==> config.mk <==
export PLATFORM = sky130hd
export DESIGN_NAME = debounce_sync
export DESIGN_NICKNAME = d
export VERILOG_FILES = /design/src/rtl/debounce_pkg.sv /design/src/rtl/debounce_sync_sync_chain.sv /design/src/rtl/debounce_sync.sv
export SDC_FILE = /design/constraint.sdc
export NUM_CORES = 1
export LEC_CHECK = 0
export CAP_MARGIN = 20
export CORE_AREA = 2 2 39 41
export DETAILED_ROUTE_END_ITERATION = 10
export DIE_AREA = 0 0 41 43
export PLACE_DENSITY = 0.52
export REMOVE_ABC_BUFFERS = 1
export SYNTH_ARGS = -nofsm -noshare
export SYNTH_HDL_FRONTEND = slang
export SYNTH_HIERARCHICAL = 1
export SYNTH_SLANG_ARGS = --single-unit
==> constraint.sdc <==
create_clock -name clk -period 1.6 [get_ports clk]
set_input_delay 0.16 -clock clk [delete_from_list [all_inputs] [get_ports clk]]
set_output_delay 0.16 -clock clk [all_outputs]
set_load 0.03 [all_outputs]
==> src/rtl/debounce_pkg.sv <==
// -----------------------------------------------------------------------------
// debounce_pkg
// Shared types and default parameter values for the debounce_sync block.
//   deb_state_t           : stability-filter FSM state encoding
//   DEB_SYNC_STAGES_DEF   : default synchronizer depth
//   DEB_STABLE_CYCLES_DEF : default number of stable samples to accept a level
// -----------------------------------------------------------------------------
package debounce_pkg;

    localparam int DEB_SYNC_STAGES_DEF   = 2;
    localparam int DEB_STABLE_CYCLES_DEF = 8;

    typedef enum logic [1:0] {
        IDLE_LOW  = 2'd0,
        WAIT_HIGH = 2'd1,
        IDLE_HIGH = 2'd2,
        WAIT_LOW  = 2'd3
    } deb_state_t;

endpackage

==> src/rtl/debounce_sync_sync_chain.sv <==
// -----------------------------------------------------------------------------
// sync_chain
// Multi-flop synchronizer for a single asynchronous input bit.
// Ports:
//   clk : rising-edge clock
//   rst : asynchronous active-low reset, clears every stage
//   d   : asynchronous input
//   q   : synchronized output (last stage)
// -----------------------------------------------------------------------------
module sync_chain
    import debounce_pkg::*;
#(
    parameter int SYNC_STAGES = DEB_SYNC_STAGES_DEF
) (
    input  logic clk,
    input  logic rst,
    input  logic d,
    output logic q
);

    logic [SYNC_STAGES-1:0] r_sync;

    always_ff @(posedge clk or negedge rst) begin
        if (!rst) begin
            r_sync <= '0;
        end else begin
            r_sync <= {r_sync[SYNC_STAGES-2:0], d};
        end
    end

    assign q = r_sync[SYNC_STAGES-1];

endmodule

==> src/rtl/debounce_sync.sv <==
// -----------------------------------------------------------------------------
// debounce_sync
// Synchronizes a raw, possibly bouncing input and filters it so that a new
// level is accepted only after STABLE_CYCLES consecutive synchronized samples.
// Ports:
//   clk        : rising-edge system clock
//   rst        : asynchronous active-low reset
//   data_raw   : unsynchronized raw input
//   data_clean : debounced, synchronous level
//   rise       : one-cycle pulse when data_clean goes 0->1
//   fall       : one-cycle pulse when data_clean goes 1->0
//   busy       : high while a candidate level change is being qualified
// Build option:
//   DEBOUNCE_EDGE_EN : when defined, rise/fall pulse registers are built;
//                      otherwise rise and fall are tied to 0.
// -----------------------------------------------------------------------------
module debounce_sync
    import debounce_pkg::*;
#(
    parameter int SYNC_STAGES   = DEB_SYNC_STAGES_DEF,
    parameter int STABLE_CYCLES = DEB_STABLE_CYCLES_DEF,
    parameter int CNT_W         = $clog2(STABLE_CYCLES + 1)
) (
    input  logic clk,
    input  logic rst,
    input  logic data_raw,
    output logic data_clean,
    output logic rise,
    output logic fall,
    output logic busy
);

    localparam logic [CNT_W-1:0] CNT_ONE  = CNT_W'(1);
    localparam logic [CNT_W-1:0] CNT_LAST = CNT_W'(STABLE_CYCLES - 1);

    logic             w_s;
    deb_state_t       r_state;
    deb_state_t       w_state_d;
    logic [CNT_W-1:0] r_cnt;
    logic [CNT_W-1:0] w_cnt_d;
    logic             w_accept;

    sync_chain #(
        .SYNC_STAGES (SYNC_STAGES)
    ) u_sync_chain (
        .clk (clk),
        .rst (rst),
        .d   (data_raw),
        .q   (w_s)
    );

    // Final qualifying sample: the candidate level is seen for the
    // STABLE_CYCLES-th consecutive time.
    assign w_accept = ((r_state == WAIT_HIGH) && w_s && (r_cnt == CNT_LAST)) ||
                      ((r_state == WAIT_LOW) && !w_s && (r_cnt == CNT_LAST));

    always_comb begin
        w_state_d = r_state;
        w_cnt_d   = r_cnt;
        case (r_state)
            IDLE_LOW: begin
                if (w_s) begin
                    w_state_d = WAIT_HIGH;
                    w_cnt_d   = CNT_ONE;
                end
            end
            WAIT_HIGH: begin
                if (!w_s) begin
                    w_state_d = IDLE_LOW;
                    w_cnt_d   = '0;
                end else if (w_accept) begin
                    w_state_d = IDLE_HIGH;
                    w_cnt_d   = '0;
                end else begin
                    w_cnt_d = r_cnt + CNT_ONE;
                end
            end
            IDLE_HIGH: begin
                if (!w_s) begin
                    w_state_d = WAIT_LOW;
                    w_cnt_d   = CNT_ONE;
                end
            end
            WAIT_LOW: begin
                if (w_s) begin
                    w_state_d = IDLE_HIGH;
                    w_cnt_d   = '0;
                end else if (w_accept) begin
                    w_state_d = IDLE_LOW;
                    w_cnt_d   = '0;
                end else begin
                    w_cnt_d = r_cnt + CNT_ONE;
                end
            end
            default: begin
                w_state_d = IDLE_LOW;
                w_cnt_d   = '0;
            end
        endcase
    end

    always_ff @(posedge clk or negedge rst) begin
        if (!rst) begin
            r_state <= IDLE_LOW;
            r_cnt   <= '0;
        end else begin
            r_state <= w_state_d;
            r_cnt   <= w_cnt_d;
        end
    end

    assign data_clean = (r_state == IDLE_HIGH) || (r_state == WAIT_LOW);
    assign busy       = (r_state == WAIT_HIGH) || (r_state == WAIT_LOW);

`ifdef DEBOUNCE_EDGE_EN
    logic r_rise;
    logic r_fall;

    // Registered alongside the state so the pulse lines up with data_clean.
    always_ff @(posedge clk or negedge rst) begin
        if (!rst) begin
            r_rise <= 1'b0;
            r_fall <= 1'b0;
        end else begin
            r_rise <= w_accept && (r_state == WAIT_HIGH);
            r_fall <= w_accept && (r_state == WAIT_LOW);
        end
    end

    assign rise = r_rise;
    assign fall = r_fall;
`else
    assign rise = 1'b0;
    assign fall = 1'b0;
`endif

endmodule

Yosys cells after proc, flatten, opt, wreduce, memory -nomap -nowiden --
Cells that the tools add are included.
Storage, ports and cells: logic and storage cells 36, register bits after elaboration 8, bits of input ports 3, output and inout port bits 4
Cells by class: equal/unequal tests 8, mux-type cells 13, reductions and logical operators 11, $add $sub $neg 1
Operators by type and width (count):
- two-way mux 4 bit | 5
- case mux 4 bit (4 select lines) | 1
- two-way mux 2 bit | 6
- case mux 2 bit (4 select lines) | 1
- adder 4 x 1 -> 4 bit, second input constant | 1
- == test 2 bit, second input constant | 2
- == test 4 x 3 -> 1 bit, second input constant | 1
- logical AND 1 bit | 4
- AND reduction 4 bit | 1
- logical OR 1 bit | 3
- inequality test 3 x 2 -> 1 bit, second input constant | 1
- inequality test 3 bit, second input constant | 1
- == test 2 x 1 -> 1 bit, second input constant | 1
- zero test 2 bit | 1
- inequality test 2 x 1 -> 1 bit, second input constant | 1
- inequality test 2 bit, second input constant | 1
- AND reduction 2 bit | 1
- zero test 1 bit | 1

Depth between registers and ports, before layout --
depth in word-level cells 7, mapped depth 4, mapped depth without buffers 4

By module --
The synthesis kept the hierarchy.
By module, submodules not included:
- debounce_sync | cells each 31, area an instance 336.6 sq um, times used 1, sequential area each 150.1 sq um
- sync_chain | cells each 2, area an instance 50.0 sq um, times used 1, sequential area each 50.0 sq um

Least setup slack after synthesis --
Ideal clock, no wire load.
path kind reg2reg, start point register r_cnt[0], end point register with a tool-made name, slack 0.291 ns, cell stages (with the launch flop) 5, path buffers 0, period minus slack after synthesis 1.309 ns, library setup time 0.125 ns, data required time 1.475 ns, data arrival time 1.184 ns, cells stage by stage dfrtp_1 > ha_1 > and3b_1 > nand2_1 > mux2_2
RTL lines:
- start, declared | RTL line debounce_sync.sv:39 | logic [CNT_W-1:0] r_cnt;
- start signal, assigned | RTL line debounce_sync.sv:108 | r_cnt <= w_cnt_d;

==> impl_metrics.env <==
export IMPL_outcome="complete, no violations"
export IMPL_dp_hpwl_um=479
export IMPL_overflow=0
export IMPL_nets=43
export IMPL_clk_pin_slew_ns=0.05
export IMPL_p_seq_share_pct=46.6
export IMPL_postCtsSetupBuffers=0
export IMPL_core_area_um2=1380
export IMPL_switching_share_pct=33.7
export IMPL_boundaryPins=7
export IMPL_combPwrFrac_pct=31.0
export IMPL_antenna_found_initial=0
export IMPL_multi_input_area_um2=163
export IMPL_routed_wl_um=575
export IMPL_numClockSinks=8
export IMPL_grt_usage_pct=9.45
export IMPL_viasPerCell=4.42
export IMPL_cp_data_arrival_time_ns=1.34
export IMPL_max_stage_delay_ns=0.69
export IMPL_antenna_left=0
export IMPL_grt_first_pass_wirelength_um=1120
export IMPL_cts_buffers=3
export IMPL_root_buffer="clkbuf_4"
export IMPL_dieArea_um2=1760
export IMPL_yosysWarnings=6
export IMPL_min_period_ns=1.50
export IMPL_r2r_slack_ns=0.20
export IMPL_path_class="reg2out"
export IMPL_grt_pass1_vias=270
export IMPL_critPathBufInv=1
export IMPL_final_setup_worst_slack_ns=0.101
export IMPL_fillerInstances=143
export IMPL_num_antenna_cells=0
export IMPL_place_congestion=0.624
export IMPL_io_buffers=4
export IMPL_preCtsSetupSlack_ns=0.197
export IMPL_dp_cells=50
export IMPL_intPower_mw=0.429
export IMPL_reg2regPathDepth=4
export IMPL_startpoint_type="flip-flop"
export IMPL_post_route_period_util_pct=93.7
export IMPL_setup_viol_count_final=0
export IMPL_drive_gt1_share_pct=16.2
export IMPL_rr_startpoint="r_cnt[0]"
export IMPL_cp_depth=1
export IMPL_slew_violations=0
export IMPL_final_core_utilization_pct=32.4
export IMPL_fmax_mhz=667
export IMPL_final_cells=53
export IMPL_min_path_type="in2async"
export IMPL_clock_path_buffers=2
export IMPL_fin_worst_skew_ns=0.000263
export IMPL_crit_chain="clkdlybuf4s50_1"
export IMPL_seq_area_um2=200
export IMPL_synthToLayoutAreaGrowth_pct=15.9
export IMPL_worstSkewPairLatency_ns=0.24
export IMPL_hold_violations=0
export IMPL_tritoncts="yes"
export IMPL_endpoint_kind="output port"
export IMPL_die_w_um=41
export IMPL_critPathMaxFanout=3
export IMPL_start_util_pct=27.9
export IMPL_num_vias=234
export IMPL_die_h_um=43
export IMPL_ir_drop_v=0.000557
export IMPL_grt_max_degree=9
export IMPL_hold_ws_ns=0.195
export IMPL_syn_area_um2=387
export IMPL_synth_seq_cells=8
export IMPL_setup_tns_final_ns=0
export IMPL_rsz0062_at_grt="no"
export IMPL_p_leak_nw=0.206
export IMPL_drv_cap=0
export IMPL_row_count=14
export IMPL_p_sw_mw=0.218
export IMPL_powerDensity_nw_per_um2=1440
export IMPL_clkPwrFrac_pct=22.4
export IMPL_cp_slowest_cell="clkdlybuf4s50_1"
export IMPL_dr_first_iter_drc_count=0
export IMPL_cts_max_level=1
export IMPL_drcViolationCount=0
export IMPL_firstDrtPassIters=1
export IMPL_wl_per_cell_um=10.8
export IMPL_yosysSeqAreaShare_pct=51.8
export IMPL_ys_types=18
export IMPL_cp_top_family="buffers and inverters"
export IMPL_synthCells=33
export IMPL_crit_required_ns=1.44
export IMPL_synth_area_per_cell_um2=11.7
==> kinds of logic after synthesis <==
kind of cell,share of synthesized area (%)
mux,2.91
other cells,0.970
buf+inv,7.12
flops,51.8
xor+xnor,8.74
fa+ha+maj,3.24
simple gates,14.9
compound gates,10.4
==> stage by stage <==
step	total power, mW	cell area, µm²
after floorplan	0.436	363
after global placement	0.494	423
after detailed placement	0.511	423
after CTS	0.664	445
after global routing	0.701	448
final	0.647	448
==> cell type report <==
class,count,share of cell area [%]
Sequential cell,8,44.7
Multi-Input combinational cell,22,36.3
Timing Repair Buffer,4,9.50
Clock buffer,3,5.03
Tap cell,16,4.47
==> placed cells by master, fill, tap and decap left out <==
master / synthesis / routed
dfrtp_1: 8 / 8
o32ai_2: 1 / 1
xor2_1: 2 / 2
xor2_2: 1 / 1
clkbuf_4: 0 / 3
nand3_1: 2 / 2
nand2_1: 2 / 2
o21a_1: 1 / 1
conb_1: 1 / 2
o21ai_0: 2 / 2
mux2_2: 1 / 1
and3b_1: 1 / 1
clkdlybuf4s50_1: 0 / 3
and2_1: 1 / 1
dlymetal6s2s_1: 0 / 1
ha_1: 1 / 1
nand2b_1: 4 / 4
o22ai_1: 1 / 1
==> cells in the mapped netlist <==
cell	number	area (µm²)
conb_1	1	3.75
o21ai_0	2	10.0
o22ai_1	1	6.26
ha_1	1	12.5
nand2b_1	4	25.0
mux2_2	1	11.3
xor2_1	2	17.5
nand2_1	2	7.51
buf_4	2	15.0
dlygate4sd1_1	1	8.76
clkbuf_1	1	3.75
dfrtp_1	8	200
o32ai_2	1	16.3
nand3_1	2	10.0
and3b_1	1	8.76
o21a_1	1	7.51
and2_1	1	6.26
xor2_2	1	16.3
==> power groups by stage <==
stage / sequential, mW / clock (mW) / combinational (mW)
final: 0.301 / 0.145 / 0.200
after global routing: 0.314 / 0.167 / 0.220
after CTS: 0.303 / 0.157 / 0.205
after detailed placement: 0.307 / 0 / 0.204
after global placement: 0.299 / 0 / 0.195
after floorplan: 0.322 / 0 / 0.114
==> what timing repair did <==
action	in CTS	in global routing
endpoints found under the setup margin	0	1
resized for setup	0	1
hold buffers	0	0
==> layer usage <==
metal / vias to the layer above / part of all wire (%) / wire length (µm) / global-route usage, %
met5: - / 0 / 0 / 0
met1: 114 / 36 / 209 / 9.70
met4: 0 / 0 / 0 / 6.00
met3: 0 / 5.2 / 30 / 1.57
met2: 6 / 58 / 335 / 16.3
li1: 114 / - / - / -
==> worst max-delay path by stage <==
stage	startpoint	end	slack [ns]
finish	flip-flop	data_clean	0.10
global route	flip-flop	data_clean	0.04
CTS	r_state[0]	busy	0.02
detailed placement	r_cnt[0]	flip-flop	0.20
global placement	r_cnt[0]	flip-flop	0.23
floorplan	r_cnt[0]	flip-flop	0.28
(Power assumes the default switching activity.)
